==> config.mk <==
export PLATFORM = sky130hd
export DESIGN_NAME = axi4_sram_responder
export DESIGN_NICKNAME = d
export VERILOG_FILES = /design/src/rtl/axi4_sram_responder.sv
export SDC_FILE = /design/constraint.sdc
export NUM_CORES = 1
export LEC_CHECK = 0
export ABC_AREA = 1
export CAP_MARGIN = 20
export CORE_UTILIZATION = 35
export DETAILED_ROUTE_END_ITERATION = 7
export PLACE_DENSITY = 0.59
export SYNTH_ARGS = -nofsm -noshare
export SYNTH_HDL_FRONTEND = slang
export SYNTH_SLANG_ARGS = --single-unit
==> constraint.sdc <==
create_clock -name clock -period 11.8 [get_ports clock]
set_input_delay 1.18 -clock clock [delete_from_list [all_inputs] [get_ports clock]]
set_output_delay 1.18 -clock clock [all_outputs]
set_load 0.02 [all_outputs]
==> src/rtl/axi4_sram_responder.sv <==
// axi4_sram_responder: AXI4 burst slave in front of an R0/W0 SRAM macro pair.
// Serves one transaction at a time; partial-strobe writes become read-modify-write.
module axi4_sram_responder #(
  parameter int                    ADDR_WIDTH = 32,
  parameter int                    SRAM_AW    = 8,
  parameter logic [ADDR_WIDTH-1:0] BASE_ADDR  = '0,
  parameter int                    ID_WIDTH   = 1
) (
  input  logic                  clock,
  input  logic                  reset_n,
  input  logic                  s_aw_valid,
  output logic                  s_aw_ready,
  input  logic [ID_WIDTH-1:0]   s_aw_id,
  input  logic [ADDR_WIDTH-1:0] s_aw_addr,
  input  logic [7:0]            s_aw_len,
  input  logic [2:0]            s_aw_size,
  input  logic [1:0]            s_aw_burst,
  input  logic                  s_w_valid,
  output logic                  s_w_ready,
  input  logic [31:0]           s_w_data,
  input  logic [3:0]            s_w_strb,
  input  logic                  s_w_last,
  output logic                  s_b_valid,
  input  logic                  s_b_ready,
  output logic [ID_WIDTH-1:0]   s_b_id,
  output logic [1:0]            s_b_resp,
  input  logic                  s_ar_valid,
  output logic                  s_ar_ready,
  input  logic [ID_WIDTH-1:0]   s_ar_id,
  input  logic [ADDR_WIDTH-1:0] s_ar_addr,
  input  logic [7:0]            s_ar_len,
  input  logic [2:0]            s_ar_size,
  input  logic [1:0]            s_ar_burst,
  output logic                  s_r_valid,
  input  logic                  s_r_ready,
  output logic [ID_WIDTH-1:0]   s_r_id,
  output logic [31:0]           s_r_data,
  output logic [1:0]            s_r_resp,
  output logic                  s_r_last,
  output logic                  R0_clk,
  output logic                  R0_en,
  output logic [SRAM_AW-1:0]    R0_addr,
  input  logic [31:0]           R0_data,
  output logic                  W0_clk,
  output logic                  W0_en,
  output logic [SRAM_AW-1:0]    W0_addr,
  output logic [31:0]           W0_data
);

  typedef enum logic [2:0] {IDLE, RD_REQ, RD_DATA, WR_DATA, RMW_RD, RMW_WR, WR_RESP} state_t;

  localparam logic [1:0]            RESP_OKAY   = 2'b00;
  localparam logic [1:0]            RESP_SLVERR = 2'b10;
  localparam logic [1:0]            RESP_DECERR = 2'b11;
  localparam logic [ADDR_WIDTH-1:0] ADDR_STEP   = 4;

  // Oversized/reserved bursts and WRAP lengths that are not 2/4/8/16 beats are rejected.
  function automatic logic burst_bad(input logic [2:0] size, input logic [1:0] burst,
                                     input logic [7:0] len);
    logic wrap_ok;
    wrap_ok = (len == 8'd1) || (len == 8'd3) || (len == 8'd7) || (len == 8'd15);
    return (size != 3'd2) || (burst == 2'b11) || ((burst == 2'b10) && !wrap_ok);
  endfunction

  logic [1:0]            rst_pipe;
  logic                  rst_n;
  state_t                state, state_nxt;
  logic [ID_WIDTH-1:0]   id_q;
  logic [ADDR_WIDTH-1:0] addr_q, addr_incr, addr_next, wrap_mask;
  logic [7:0]            len_q, beat_q;
  logic [1:0]            burst_q, worst_q, beat_resp, w_resp;
  logic                  bad_q, last_write_q, rd_first_q, w0_en_q;
  logic [31:0]           wdata_q, rdata_q, w0_data_q, merged, rd_word;
  logic [3:0]            wstrb_q;
  logic [SRAM_AW-1:0]    w0_addr_q, word;
  logic                  in_range, is_last, aw_fire, ar_fire, w_fire;
  logic                  w_full, w_partial, rd_stall;

  assign in_range  = addr_q[ADDR_WIDTH-1:SRAM_AW+2] == BASE_ADDR[ADDR_WIDTH-1:SRAM_AW+2];
  assign word      = addr_q[SRAM_AW+1:2];
  assign beat_resp = bad_q ? RESP_SLVERR : (in_range ? RESP_OKAY : RESP_DECERR);
  assign is_last   = beat_q == len_q;
  assign addr_incr = addr_q + ADDR_STEP;
  assign wrap_mask = {{(ADDR_WIDTH-10){1'b0}}, len_q, 2'b11};
  assign addr_next = (burst_q == 2'b00) ? addr_q :
                     (burst_q == 2'b10) ? ((addr_q & ~wrap_mask) | (addr_incr & wrap_mask)) :
                     addr_incr;

  // Round robin: whoever was not served last wins a tie; a lone request always proceeds.
  assign s_aw_ready = rst_n && (state == IDLE) && (!last_write_q || !s_ar_valid);
  assign s_ar_ready = rst_n && (state == IDLE) && (last_write_q || !s_aw_valid);
  assign s_w_ready  = state == WR_DATA;
  assign s_b_valid  = state == WR_RESP;
  assign s_r_valid  = state == RD_DATA;

  assign aw_fire   = s_aw_valid && s_aw_ready;
  assign ar_fire   = s_ar_valid && s_ar_ready;
  assign w_fire    = s_w_valid && s_w_ready;
  assign w_full    = (beat_resp == RESP_OKAY) && (s_w_strb == 4'hF);
  assign w_partial = (beat_resp == RESP_OKAY) && (s_w_strb != 4'h0) && (s_w_strb != 4'hF);
  assign w_resp    = ((s_w_last != is_last) && (beat_resp == RESP_OKAY)) ? RESP_SLVERR : beat_resp;
  // A write still landing this cycle holds off any read so both ports never collide.
  assign rd_stall  = w0_en_q && (beat_resp == RESP_OKAY);

  assign rd_word  = (beat_resp == RESP_OKAY) ? R0_data : 32'h0;
  assign s_r_data = rd_first_q ? rd_word : rdata_q;
  assign s_r_id   = id_q;
  assign s_r_resp = (state == RD_DATA) ? beat_resp : RESP_OKAY;
  assign s_r_last = (state == RD_DATA) && is_last;
  assign s_b_id   = id_q;
  assign s_b_resp = (state == WR_RESP) ? worst_q : RESP_OKAY;

  assign R0_clk  = clock;
  assign W0_clk  = clock;
  assign R0_addr = word;
  assign R0_en   = ((state == RD_REQ) && (beat_resp == RESP_OKAY) && !w0_en_q) ||
                   ((state == RMW_RD) && !w0_en_q);
  assign W0_en   = w0_en_q;
  assign W0_addr = w0_addr_q;
  assign W0_data = w0_data_q;

  // Merge the strobed bytes of the held beat over the word just read back.
  always_comb begin
    merged = R0_data;
    for (int i = 0; i < 4; i++) begin
      if (wstrb_q[i]) merged[8*i +: 8] = wdata_q[8*i +: 8];
    end
  end

  // Reset asserts immediately but is released on a clock edge.
  always_ff @(posedge clock or negedge reset_n) begin
    if (!reset_n) rst_pipe <= 2'b00;
    else          rst_pipe <= {rst_pipe[0], 1'b1};
  end
  assign rst_n = rst_pipe[1];

  // State register.
  always_ff @(posedge clock or negedge rst_n) begin
    if (!rst_n) state <= IDLE;
    else        state <= state_nxt;
  end

  // Next-state selection.
  always_comb begin
    state_nxt = state;
    unique case (state)
      IDLE:    if (aw_fire) state_nxt = WR_DATA;
               else if (ar_fire) state_nxt = RD_REQ;
      RD_REQ:  if (!rd_stall) state_nxt = RD_DATA;
      RD_DATA: if (s_r_ready) state_nxt = is_last ? IDLE : RD_REQ;
      WR_DATA: if (w_fire) begin
                 if (w_partial)    state_nxt = RMW_RD;
                 else if (is_last) state_nxt = WR_RESP;
               end
      RMW_RD:  if (!w0_en_q) state_nxt = RMW_WR;
      RMW_WR:  state_nxt = is_last ? WR_RESP : WR_DATA;
      WR_RESP: if (s_b_ready) state_nxt = IDLE;
      default: state_nxt = IDLE;
    endcase
  end

  // Transaction context, beat sequencing, read capture and registered SRAM writes.
  always_ff @(posedge clock or negedge rst_n) begin
    if (!rst_n) begin
      id_q <= '0; addr_q <= '0; len_q <= '0; beat_q <= '0; burst_q <= '0;
      bad_q <= 1'b0; worst_q <= RESP_OKAY; last_write_q <= 1'b0; rd_first_q <= 1'b0;
      rdata_q <= '0; wdata_q <= '0; wstrb_q <= '0;
      w0_en_q <= 1'b0; w0_addr_q <= '0; w0_data_q <= '0;
    end else begin
      w0_en_q <= 1'b0;
      case (state)
        IDLE: begin
          if (aw_fire) begin
            id_q <= s_aw_id; addr_q <= s_aw_addr; len_q <= s_aw_len; burst_q <= s_aw_burst;
            bad_q <= burst_bad(s_aw_size, s_aw_burst, s_aw_len);
            beat_q <= '0; worst_q <= RESP_OKAY; last_write_q <= 1'b1;
          end else if (ar_fire) begin
            id_q <= s_ar_id; addr_q <= s_ar_addr; len_q <= s_ar_len; burst_q <= s_ar_burst;
            bad_q <= burst_bad(s_ar_size, s_ar_burst, s_ar_len);
            beat_q <= '0; worst_q <= RESP_OKAY; last_write_q <= 1'b0;
          end
        end
        RD_REQ: if (!rd_stall) rd_first_q <= 1'b1;
        RD_DATA: begin
          rd_first_q <= 1'b0;
          if (rd_first_q) rdata_q <= rd_word;
          if (s_r_ready) begin
            addr_q <= addr_next;
            beat_q <= beat_q + 8'd1;
          end
        end
        WR_DATA: begin
          if (w_fire) begin
            worst_q <= (w_resp > worst_q) ? w_resp : worst_q;
            wdata_q <= s_w_data;
            wstrb_q <= s_w_strb;
            if (w_full) begin
              w0_en_q   <= 1'b1;
              w0_addr_q <= word;
              w0_data_q <= s_w_data;
            end
            if (!w_partial) begin
              addr_q <= addr_next;
              beat_q <= beat_q + 8'd1;
            end
          end
        end
        RMW_WR: begin
          w0_en_q   <= 1'b1;
          w0_addr_q <= word;
          w0_data_q <= merged;
          addr_q    <= addr_next;
          beat_q    <= beat_q + 8'd1;
        end
        default: ;
      endcase
    end
  end

endmodule

After elaboration in Yosys (flattened, before gate mapping)

Cells that the tools add are included.

Register bits after elaboration: 170
Output and inout bits: 96
Logic and storage cells: 175

Add/subtract/negate cells: 2
$lt $le $gt $ge: 1
Eq/ne operators: 35
Muxes and demuxes: 63
Bitwise logic cells: 4
Reductions and logical operators: 53

Operator list:

| operator                | number |
|---|---|
| $mux W32                | 11 |
| $pmux W32 S4            | 1 |
| $mux W8                 | 13 |
| $pmux W32 S2            | 1 |
| $add A32 B3 Y32 const B | 1 |
| $and A32 B10 Y32        | 1 |
| $and A32 B32 Y32        | 1 |
| $not A10 Y32            | 1 |
| $or A32 B32 Y32         | 1 |
| $pmux W8 S4             | 1 |
| $mux W3                 | 10 |
| $logic_not A22 Y1       | 1 |
| $mux W2                 | 11 |
| $pmux W3 S7             | 1 |
| $logic_and A1 B1 Y1     | 17 |
| $eq A8 B1 Y1 const B    | 2 |
| $eq A8 B2 Y1 const B    | 2 |
| $eq A8 B3 Y1 const B    | 2 |
| $eq A8 B4 Y1 const B    | 2 |
| $pmux W8 S2             | 1 |
| $logic_or A1 B1 Y1      | 13 |
| $eq A2 B2 Y1 const B    | 5 |
| $mux W1                 | 10 |
| $ne A2 B1 Y1 const B    | 5 |
| 25 further kinds        | 44 |

Longest topological paths before layout

Gate-level depths: netlist (run 1).

Word-level depth: 10
Depth in mapped cells: 17

==> results of run 1 <==
[path summary, 6_finish.rpt]
path,start,endpoint,cells after the start
setup / recovery,clock,W0_clk,3
hold / removal,rst_pipe[1],beat_q[1],0
setup reg to reg,addr_q[26],worst_q[0],16
hold reg to reg,rst_pipe[1],beat_q[1],0
max in group asynchronous,rst_pipe[1],W0_en,2
min in group clock,rst_pipe[0],rst_pipe[1],0
[metrics by stage]
stage	cell area, um^2	hold WS (ps)	worst slack (ps)	utilization [%]	instances
global placement	13290	276.3	4212	44.71	2030
finish	13970	270.5	3941	47.02	2066
CTS	13970	290.9	3933	47.02	2066
floorplan	10600	331.2	4586	-	1454
detailed placement	13290	284.9	4212	44.71	2030
global route	13970	307.8	3922	47.02	2066
[routing by layer]
layer / share of wire, % / routed length (um) / up-vias / track usage, %
li1: - / - / 5077 / -
met1: 47 / 15500 / 4784 / 30.65
met2: 46 / 15120 / 319 / 35.11
met3: 5.9 / 1950 / 31 / 4.070
met4: 1.7 / 580 / 0 / 6.522
met5: 0 / 0 / - / 0
[area by class of cell]
cell class / instances / area, um^2
fillers: 2945 / 15740
multi-input cells: 1068 / 5413
flip-flops and latches: 168 / 4208
repair buffers: 266 / 2640
clock buffers: 24 / 559.3
inverters: 136 / 518.0
well taps: 390 / 488.0
clock inverters: 14 / 147.6
[cells in the final DEF, fill, tap and decap left out, drive strengths merged, types with 4 or more instances in the layout]
master         Yosys  final
dfrtp            168    168
nand4             24     24
o21ai            117    117
clkinv             1      6
o21bai             5      5
nor3              14     14
a31oi             34     34
o211ai             4      4
nand3             59     59
o31ai             34     34
a21oi             16     16
nand3b             4      4
clkdlybuf4s50      0    259
buf               55      9
inv              135    142
xor2               6      6
ha                 4      4
o22ai             13     13
clkbuf            27     22
nor2             161    161
nand2            564    564
[power by group]
part	switching [uW]	leakage [uW]	internal, uW
combinational	970	0.00397	580
sequential	237	0.00210	823
clock	301	0.000340	358
total	1510	0.00641	1760
[flip-flops by register name (all words and copies together) (netlist names), named ones only]
name	cells
W0_data	32
rdata_q	32
wdata_q	32
addr_q	23
W0_addr	8
beat_q	8
len_q	8
wstrb_q	4
state	3
burst_q	2
rst_pipe	2
worst_q	2
W0_en	1
bad_q	1
last_write_q	1
rd_first_q	1
s_b_id	1
[cell families (layout without fill, tap and decap cells)]
logic type	after synthesis	count (layout)
AO/OA/AOI/OAI	225	225
XOR/XNOR	7	7
adder cells (fa/ha/maj)	4	4
buffers and inverters	218	440
flip-flops	168	168
other	1	1
AND/OR/NAND/NOR	831	831
==> results.toml, run 1 <==
[status]
status = "complete, no violations"

[layout]
area_delta_synth_final_pct = 31.88
drive_gt1_share_pct = 7.757
nNetsFinal = 1835
n_antenna_cell = 0

[floorplan]
start_util_pct = 35.65
fp-row-count = 63
dieArea_mm2 = 0.03097
die_h_um = 176.0
core_mm2 = 0.02972
die_w_um = 176.0
io_pins = 264

[sta]
hold_viol_final = 0
worst_slew_pin_slew_ps = 1015
skew_ps = 13.84
fin_tns_setup_ps = 0
drv_slew = 0
setup_viol = 0
rsz0062_at_grt = "no"
max_slew_margin_pct = 32.33

[synth]
yosysWarningCount = 0
synth_cell_types = 48
synth_top_family_by_area = "simple AND/OR/NAND/NOR gates"
yosysMostFrequentCell = "nand2_1"
seq_area_frac_synth_pct = 39.68
synthTopCellsByCount = "552 x nand2_1, 168 x dfrtp_1, 149 x nor2_1, 124 x inv_1, 101 x o21ai_0"
synthTopCellsByArea = "dfrtp_1 40%, nand2_1 20%, o31ai_4 6.0%"
synth_top_area_share_pct = 39.68
postSynthCellCount = 1454
yosys-mux-area-fraction_pct = 0
synth_nets = 1626
synth_compound_area_share_pct = 16.43
synth-edff-count = 0
synth-main-ff-cell = "dfrtp_1"
yosysTopAreaCell = "dfrtp_1"
async_flop_share_pct = 100.0
syn_area_mm2 = 0.01060
ys_ff_latch = 168
synthSimpleGateAreaFrac_pct = 33.51
synth_xor_area_share_pct = 0.5786
synth_fa_ha_area_share_pct = 0.4724
syn_area_per_cell_um2 = 7.287

[setup_path]
path_common_cell = "clkbuf_16"
crit_type = "clk2out"
critPathMaxFanout = 2
critPathArrivalTime_ps = 6680
cp-start-kind = "clock port"
critPathTopFamily = "buffers and inverters"
crit_path_cell_trace = "clkbuf_16 > clkbuf_16 > clkdlybuf4s50_1"
crit_required_ps = 10620
critPathBufInv = 3
crit_slowest_cell = "clkdlybuf4s50_1"
endpoint_kind = "output pin"
reg2reg_slack_ps = 8570
crit_path_max_incr_delay_ps = 520

[pwr]
power_density_mw_per_mm2 = 233.9
leakage_uw = 0.006408
finalPower_uw = 3269
peakVddDrop_v = 0.0001873

[routing]
wirelength_mm = 33.15
vias = 10211
drt-vias-per-instance = 4.942
first_pass_iters = 5
dr.first_iter.drc_count = 809
drc = 0
post_drt_wl_per_cell_um = 16.04
ant_nets = 0

[placement]
io_buffers = 259
hpwl_mm = 23.79
gp_congestion = 0.9421

[global_routing]
grt.overflow.total = 0
grt_pass1_vias = 9736
antenna_found_initial = 0
grt_max_degree = 73
grt_util_all_layers_pct = 22.15
grt_pass1_wl_mm = 53.61

[clock_network]
cts_tree = "done"
clk-insertion-delay-late_ps = 550
ctsResizeCount = 0
cts_setup_buffers = 0
clk_pin_slew_ps = 80
cts_hold_buf = 0

[min_path]
hold_class = "reg2async"

[flow_run]
max-cap-violations = 0
(Power assumes the default switching activity.)
==> run 2, diff against run 1 <==
PLACE_DENSITY = 0.61   (was 0.59)
clock period = 6.55 ns   (was 11.8 ns; I/O delays follow)
==> results.toml, run 2 (synthesis gave the netlist of run 1 again) <==
[layout]
n_antenna_cell = 0
fin_area_mm2 = 0.01402
layout_common_cells = "552 x nand2_1, 259 x clkdlybuf4s50_1, 167 x dfrtp_1"
drive_gt1_share_pct = 7.701
area_delta_synth_final_pct = 32.29
utilization_pct = 47.16
layout_commonest_cell = "nand2_1"
nNetsFinal = 1834

[routing]
vias = 10285
wirelength_mm = 32.75
dr.first_iter.drc_count = 853
ant_nets = 0
drt-vias-per-instance = 4.981
post_drt_wl_per_cell_um = 15.86
drc = 0
first_pass_iters = 5

[sta]
setup_viol = 0
fin_tns_setup_ps = 0
hold_viol_final = 0
drv_slew = 0
worst_slew_pin_slew_ps = 1034
hold_ws_ps = 274.3
max_slew_margin_pct = 31.05
rsz0062_at_grt = "no"
skew_ps = 15.30

[pwr]
leakage_uw = 0.006423
power_density_mw_per_mm2 = 424.9
finalPower_uw = 5956
peakVddDrop_v = 0.0003055

[clock_network]
cts_hold_buf = 0
ctsResizeCount = 0
cts_tree = "done"
clk-insertion-delay-late_ps = 550
clk_pin_slew_ps = 70
cts_setup_buffers = 0

[floorplan]
core_mm2 = 0.02972
dieArea_mm2 = 0.03097
fp-row-count = 63
die_h_um = 176.0
die_w_um = 176.0
start_util_pct = 35.65
io_pins = 264

[global_routing]
antenna_found_initial = 0
grt_pass1_wl_mm = 52.06
grt.overflow.total = 0
grt_max_degree = 69
grt_util_all_layers_pct = 21.38
grt_pass1_vias = 9685

[status]
status = "complete, no violations"

[setup_path]
reg2reg_slack_ps = 2780
critPathArrivalTime_ps = 4060
worst_r2r_path_depth = 10
critPathMaxFanout = 2
endpoint_kind = "output pin"
crit_required_ps = 5890
cp-start-kind = "clock port"
crit_type = "clk2out"

[placement]
gp_congestion = 0.9014
placed_cell_area_mm2 = 0.01328
hpwl_mm = 23.82
io_buffers = 259

[min_path]
hold_class = "in2async"

[flow_run]
max-cap-violations = 0
-- run 2: report_power, final --
| group | internal [uW] | switching, uW | total (uW) |
|---|---|---|---|
| sequential | 1480 | 429 | 1910 |
| clock | 713 | 540 | 1250 |
| combinational | 1040 | 1750 | 2790 |
-- run 2: worst paths after layout --
check	startpoint	to
min in group clock	rst_pipe[0]	rst_pipe[1]
worst min-delay path	reset_n	rst_pipe[1]
worst max register to register	state[2]	W0_data[6]
worst max-delay path	clock	W0_clk
max in group asynchronous	rst_pipe[1]	wdata_q[10]
worst min register to register	rst_pipe[1]	addr_q[2]
-- run 2: worst max-delay path, cell delays in order --
cell and delay, ps:
clkbuf_16 130, clkbuf_16 130, clkdlybuf4s50_1 530
-- run 2: area by class of cell --
| class | instances | area, um^2 |
|---|---|---|
| fill | 2973 | 15700 |
| multi-input combinational | 1068 | 5413 |
| sequential | 168 | 4208 |
| timing repair buffer | 265 | 2633 |
| clock buffer | 23 | 545.5 |
| inverter | 136 | 518.0 |
| tap | 390 | 488.0 |
| clock inverter | 15 | 211.5 |
-- run 2: metal layers --
| metal | track usage [%] | share of wire, % | vias to the layer above |
|---|---|---|---|
| li1 | - | - | 5073 |
| met1 | 29.75 | 47 | 4839 |
| met2 | 33.78 | 45 | 339 |
| met3 | 4.070 | 6.2 | 34 |
| met4 | 5.906 | 1.7 | 0 |
| met5 | 0 | 0 | - |
-- run 2: through the flow --
step	setup WS (ps)	instances
2_1_floorplan	1185	1454
4_1_cts	1828	2065
3_3_place_gp	2112	2029
5_1_grt	1828	2065
6_report	1839	2065
3_5_place_dp	2112	2029
